==> src/rtl/pixel_scan_controller_if.sv <==
// ---------------------------------------------------------------------------
// pixel_scan_controller_if
//   Read-only link between the scan controller and the synchronous image RAM.
//   The RAM returns read data one cycle after the read enable.
//
//   mem_rd_en  : read enable, driven by the controller
//   mem_addr   : read address (ADDR_W bits), driven by the controller
//   mem_rdata  : read data (8 bits), driven by the RAM
//
//   Modports: master = controller side, slave = RAM side.
// ---------------------------------------------------------------------------
interface pixel_scan_controller_if #(
  parameter int ADDR_W = 15
);
  logic              mem_rd_en;
  logic [ADDR_W-1:0] mem_addr;
  logic [7:0]        mem_rdata;

  modport master (output mem_rd_en, output mem_addr, input  mem_rdata);
  modport slave  (input  mem_rd_en, input  mem_addr, output mem_rdata);
endinterface

==> src/rtl/pixel_scan_controller.sv <==
// ---------------------------------------------------------------------------
// pixel_scan_controller
//   Reads a stored image out one pixel per trigger and hands each byte to the
//   hex display driver together with a one-cycle strobe. The trigger is the
//   rate divider in automatic mode or a manual step pulse otherwise.
//
//   Ports:
//     clk_50mhz      in   system clock, rising edge
//     rst            in   synchronous active-high reset
//     run            in   1 = automatic advance at TICK_HZ, 0 = manual
//     step           in   one-cycle pulse, fetches one pixel in manual mode
//     restart        in   one-cycle pulse, returns the pixel index to 0
//     mem            if   master side of the image RAM read port
//     pixel_data_out out  last fetched pixel, held between ticks
//     pixel_tick     out  one-cycle strobe, new pixel valid
//     cur_index      out  index of the next pixel to fetch
//     frame_done     out  one-cycle pulse with the tick of the last pixel
// ---------------------------------------------------------------------------
module pixel_scan_controller #(
  parameter int CLK_HZ     = 50_000_000,
  parameter int TICK_HZ    = 1,
  parameter int NUM_PIXELS = 19200,
  parameter int ADDR_W     = 15
) (
  input  logic                     clk_50mhz,
  input  logic                     rst,
  input  logic                     run,
  input  logic                     step,
  input  logic                     restart,
  pixel_scan_controller_if.master  mem,
  output logic [7:0]               pixel_data_out,
  output logic                     pixel_tick,
  output logic [ADDR_W-1:0]        cur_index,
  output logic                     frame_done
);

  localparam int                DIV      = CLK_HZ / TICK_HZ;
  localparam int                DIV_W    = $clog2(DIV);
  localparam logic [DIV_W-1:0]  DIV_LAST = DIV_W'(DIV - 1);
  localparam logic [ADDR_W-1:0] LAST_IDX = ADDR_W'(NUM_PIXELS - 1);

  typedef enum logic [1:0] {
    S_WAIT,
    S_READ,
    S_CAP,
    S_SHOW
  } state_t;

  state_t            r_state;
  state_t            w_next_state;
  logic [DIV_W-1:0]  r_div_cnt;
  logic [ADDR_W-1:0] r_index;
  logic [7:0]        r_pixel;
  logic              w_auto_tick;
  logic              w_trigger;
  logic              w_rd_en;
  logic              w_tick;
  logic              w_frame_done;

  // Step is ignored while running; the divider alone paces automatic mode.
  assign w_auto_tick = run && (r_div_cnt == DIV_LAST);
  assign w_trigger   = run ? w_auto_tick : step;

  // Rate divider: free-runs while run=1, parked at 0 otherwise. Restart does
  // not touch it, so the automatic cadence survives a restart.
  // NOTE: clocked state is assigned with <= so every register samples the
  // pre-edge values of its peers, independent of block ordering.
  always_ff @(posedge clk_50mhz) begin
    if (rst || !run) begin
      r_div_cnt <= '0;
    end else if (r_div_cnt == DIV_LAST) begin
      r_div_cnt <= '0;
    end else begin
      r_div_cnt <= r_div_cnt + 1'b1;
    end
  end

  always_ff @(posedge clk_50mhz) begin
    if (rst) begin
      r_state <= S_WAIT;
    end else begin
      r_state <= w_next_state;
    end
  end

  // Next state and state-decoded outputs. Triggers outside S_WAIT are dropped.
  // NOTE: every signal gets a default before the case so no path leaves it
  // unassigned, which would otherwise infer a latch.
  always_comb begin
    w_next_state = r_state;
    w_rd_en      = 1'b0;
    w_tick       = 1'b0;
    w_frame_done = 1'b0;
    unique case (r_state)
      S_WAIT: if (w_trigger) w_next_state = S_READ;
      S_READ: begin
        w_rd_en      = 1'b1;
        w_next_state = S_CAP;
      end
      S_CAP:  w_next_state = S_SHOW;
      S_SHOW: begin
        w_tick       = 1'b1;
        // A restart during the fetch has already zeroed the index, which is
        // what suppresses frame_done for that in-flight pixel.
        w_frame_done = (r_index == LAST_IDX);
        w_next_state = S_WAIT;
      end
      default: w_next_state = S_WAIT;
    endcase
  end

  // Pixel index: restart has priority over the post-show advance.
  always_ff @(posedge clk_50mhz) begin
    if (rst || restart) begin
      r_index <= '0;
    end else if (r_state == S_SHOW) begin
      r_index <= (r_index == LAST_IDX) ? '0 : r_index + 1'b1;
    end
  end

  // RAM data is valid in S_CAP (one cycle after the read in S_READ).
  always_ff @(posedge clk_50mhz) begin
    if (rst) begin
      r_pixel <= 8'h00;
    end else if (r_state == S_CAP) begin
      r_pixel <= mem.mem_rdata;
    end
  end

  assign mem.mem_rd_en  = w_rd_en;
  assign mem.mem_addr   = r_index;
  assign cur_index      = r_index;
  assign pixel_data_out = r_pixel;
  assign pixel_tick     = w_tick;
  assign frame_done     = w_frame_done;

endmodule

==> src/flat_wrapper.sv <==
// flat-port wrapper written by rule: the top's interface ports become plain ports
module pixel_scan_controller_flat 
#(
  parameter int CLK_HZ     = 50_000_000,
  parameter int TICK_HZ    = 1,
  parameter int NUM_PIXELS = 19200,
  parameter int ADDR_W     = 15
)
  (clk_50mhz, rst, run, step, restart, pixel_data_out, pixel_tick, cur_index, frame_done, mem_mem_rd_en, mem_mem_addr, mem_mem_rdata);
  pixel_scan_controller_if #(.ADDR_W(ADDR_W)) mem_i ();
  input  logic clk_50mhz;
  input  logic rst;
  input  logic run;
  input  logic step;
  input  logic restart;
  output logic [7:0] pixel_data_out;
  output logic pixel_tick;
  output logic [ADDR_W-1:0] cur_index;
  output logic frame_done;
  output wire logic [$bits(mem_i.mem_rd_en)-1:0] mem_mem_rd_en;
  output wire logic [$bits(mem_i.mem_addr)-1:0] mem_mem_addr;
  input wire logic [$bits(mem_i.mem_rdata)-1:0] mem_mem_rdata;
  assign mem_mem_rd_en = mem_i.mem_rd_en;
  assign mem_mem_addr = mem_i.mem_addr;
  assign mem_i.mem_rdata = mem_mem_rdata;
  pixel_scan_controller #(.CLK_HZ(CLK_HZ), .TICK_HZ(TICK_HZ), .NUM_PIXELS(NUM_PIXELS), .ADDR_W(ADDR_W)) u_core (.clk_50mhz(clk_50mhz), .rst(rst), .run(run), .step(step), .restart(restart), .mem(mem_i), .pixel_data_out(pixel_data_out), .pixel_tick(pixel_tick), .cur_index(cur_index), .frame_done(frame_done));
endmodule
==> config.mk <==
export PLATFORM = sky130hd
export DESIGN_NAME = pixel_scan_controller_flat
export DESIGN_NICKNAME = d
export VERILOG_FILES = /design/src/rtl/pixel_scan_controller_if.sv /design/src/rtl/pixel_scan_controller.sv /design/src/flat_wrapper.sv
export SDC_FILE = /design/constraint.sdc
export NUM_CORES = 1
export LEC_CHECK = 0
export ABC_AREA = 1
export BUFFER_PORTS_ARGS = -buffer_cell sky130_fd_sc_hd__buf_2
export CAP_MARGIN = 20
export CORE_ASPECT_RATIO = 1.1
export CORE_UTILIZATION = 49
export CTS_CLUSTER_DIAMETER = 50
export CTS_CLUSTER_SIZE = 14
export DETAILED_ROUTE_END_ITERATION = 12
export GPL_ROUTABILITY_DRIVEN = 0
export HOLD_SLACK_MARGIN = 0.1
export MAX_ROUTING_LAYER = met4
export PLACE_DENSITY = 0.75
export SYNTH_ARGS = -nofsm -noshare
export SYNTH_HDL_FRONTEND = slang
export SYNTH_SLANG_ARGS = --single-unit
==> constraint.sdc <==
create_clock -name clk_50mhz -period 1.54 [get_ports clk_50mhz]
set_input_delay 0.077 -clock clk_50mhz [delete_from_list [all_inputs] [get_ports clk_50mhz]]
set_output_delay 0.077 -clock clk_50mhz [all_outputs]
set_load 0.05 [all_outputs]
==> results by group <==
GRT
  • Initial antenna violation count: 0
  • Vias in the first global route: 2310
  • Largest net degree at the start of global routing: 27
  • Total GRT Usage: 21.8%
  • Total gr overflow: 0
  • Global-route wire length before repair: 9840 µm

Floorplanning
  • Die width: 72.8 µm
  • Starting Density: 50.4%
  • Ports: 54
  • # rows: 28
  • DIE AREA: 0.00582 mm²
  • Chip Height: 79.9 µm
  • Core Area: 0.00536 mm²

Place
  • IO buf count: 53
  • HPWL after detailed placement: 4360 µm
  • Placement Setup Slack: 11.9 ps

Setup path
  • Critical path required time: 1460 ps
  • R2r setup slk: 40 ps
  • Worst setup EP type: primary output
  • Worst Setup Start Kind: register
  • Crit Path Category: register to primary output
  • Critical Path Fanout Max: 2
  • WP data arrival: 1460 ps

Run
  • Number of max-cap violations: 0

Detailed routing
  • Drt total wl: 6550 µm
  • Initial drt markers: 102
  • Via count: 2721
  • DR WL/cell: 11.9 µm
  • Drc violations: 0
  • Antenna Violating Nets Remaining: 0
  • Vias per std cell: 4.96
  • Drt first pass iters: 5

CTS
  • Clk buf depth: 2
  • CTS clk-pin slew, worst paths: 100 ps
  • CTS buffer count: 5
  • Root buf cell: clkbuf_8
  • Clock Latency Late Sink: 310 ps
  • Clock sinks: 51
  • H-tree depth: 2
  • CTS tree: built

STA
  • Final hold vios: 0
  • Final Setup Violations: 1
  • Crit share post-route: 100%
  • RSZ-0062 raised after global routing: true
  • Total negative slack: -0.319 ps
  • Min cycle time layout: 1540 ps
  • Slew Limit Fails: 0
  • Clock skew: 6.12 ps
  • Slew @ Worst Pin: 612 ps
  • Max-slew headroom: 59.1%
  • Final worst slack: -0.319 ps
  • Fmax achieved: 0.649 GHz

Outcome
  • Run status: complete, but fails checks
  • Failing checks: negative setup slack

Power and ir drop
  • Static Leak: 1.36 nW
  • Power, Total: 3.14 mW
  • PD cells: 919 mW/mm²
  • Worst VDD drop: 0.940 mV

Layout
  • Area Overhead vs Synth: 26.3%
  • Antenna cells: 0
  • Most frequent cells in the layout: nand2_1, nor2_1, buf_2, dfxtp_1, inv_1
  • Share of cells above drive strength 1: 26.2%
  • Fillcell total: 475
  • Register area: 0.00104 mm²
  • Final net count: 493
  • Most common cell after layout, fill and taps aside: nand2_1
  • Multi-input gate area: 0.00150 mm²

Synth
  • Sequential share of the synthesized area: 37.8%
  • Yosys cell types: 29
  • Area leader, netlist: dfxtp_1
  • Post-Syn Nets: 420
  • Syn avg cell area: 6.76 µm²
  • Top cell type's share of synthesized area: 37.8%
  • Cell count after synthesis: 400
  • FF+latch count, synth: 51
  • Cell Area, Synth: 0.00270 mm²
  • Ys Warns: 0
  • Synth top area cells: dfxtp_1, nand2_1, nor2_1

Min path
  • Min-delay worst type: primary input to register
kinds of logic (layout without fill, tap and decap cells):
kind of cell               after synthesis  in the layout  share of synthesized area (%)
AOI/OAI and AO/OA                       40             40                           7.91
xor gates and xnor gates                 9              9                           2.92
adders and majority gates                7              7                           3.24
buffers and inverters                   64            135                           11.5
DFF                                     51             51                           37.8
and+or+nand+nor                        229            232                           36.7
cell usage after synthesis, drive strengths merged:
| cell | instances |
|---|---|
| dfxtp | 51 |
| nand4 | 6 |
| a21oi | 24 |
| a21boi | 1 |
| nor2 | 85 |
| a31oi | 1 |
| nand3 | 20 |
| o31ai | 1 |
| or2 | 1 |
| clkbuf | 2 |
| inv | 45 |
| xor2 | 5 |
| nor3 | 14 |
| xnor2 | 4 |
| o21ai | 13 |
| buf | 17 |
| ha | 7 |
| nand2 | 98 |
| nor3b | 1 |
| nand3b | 4 |
stage by stage:
| stage | util (%) | instances | cell area, µm² | hold slack [ps] |
|---|---|---|---|---|
| floorplan | - | 400 | 2750 | 212 |
| global placement | 56.8 | 519 | 3040 | 297 |
| detailed placement | 56.8 | 519 | 3040 | 308 |
| CTS | 61.9 | 545 | 3320 | 118 |
| global route | 63.7 | 549 | 3410 | 143 |
| finish | 63.7 | 549 | 3410 | 124 |
state kept, by name, indices dropped and copies added (netlist names):
register	flops
u_core.r_div_cnt	26
u_core.pixel_data_out	8
u_core.r_state	2
u_core.cur_index	15
repair_timing:
action	4_1_cts	5_1_grt
resized for setup	9	16
pin swaps	3	3
cloned	0	3
setup endpoints to repair	2	40
hold buffers	10	0
setup buffers	8	1
hold endpoints to repair	10	0
routing by layer:
layer / track usage (%) / share of wire, % / wire (µm)
met2: 36.8 / 49 / 3190
met1: 26.9 / 43 / 2850
met3: 3.79 / 4.5 / 294
met4: 5.49 / 3.3 / 219
met5: - / 0 / 0
path summary, 6_finish.rpt:
path,startpoint,endpoint,cells after the start
worst max-delay path,u_core.cur_index[0],frame_done,8
worst min-delay path,rst,u_core.cur_index[3],4
worst max register to register,u_core.r_div_cnt[1],u_core.r_div_cnt[15],8
worst min register to register,u_core.r_div_cnt[24],u_core.r_div_cnt[24],2
where the power goes:
part,internal (mW),switching [mW]
registers,1.42,0.0562
clock network,0.318,0.466
logic,0.262,0.613
total,2.00,1.14
critical path, stage by stage (launching register included):
cell and delay, ps:
dfxtp_4 370, ha_4 150, nand2_4 50, nor2_4 120, nand2_2 80, nor2_4 100, nand2_2 70, inv_2 70
buf_8 140
cell type report:
cell class / instances / area share, %
flip-flops and latches: 51 / 30.5
well taps: 75 / 2.75
clock buffers: 5 / 2.02
clock inverters: 3 / 0.586
inverters: 45 / 5.02
repair buffers: 82 / 15.2
multi-input cells: 288 / 44.0
Power figures use the tool's default switching activity.
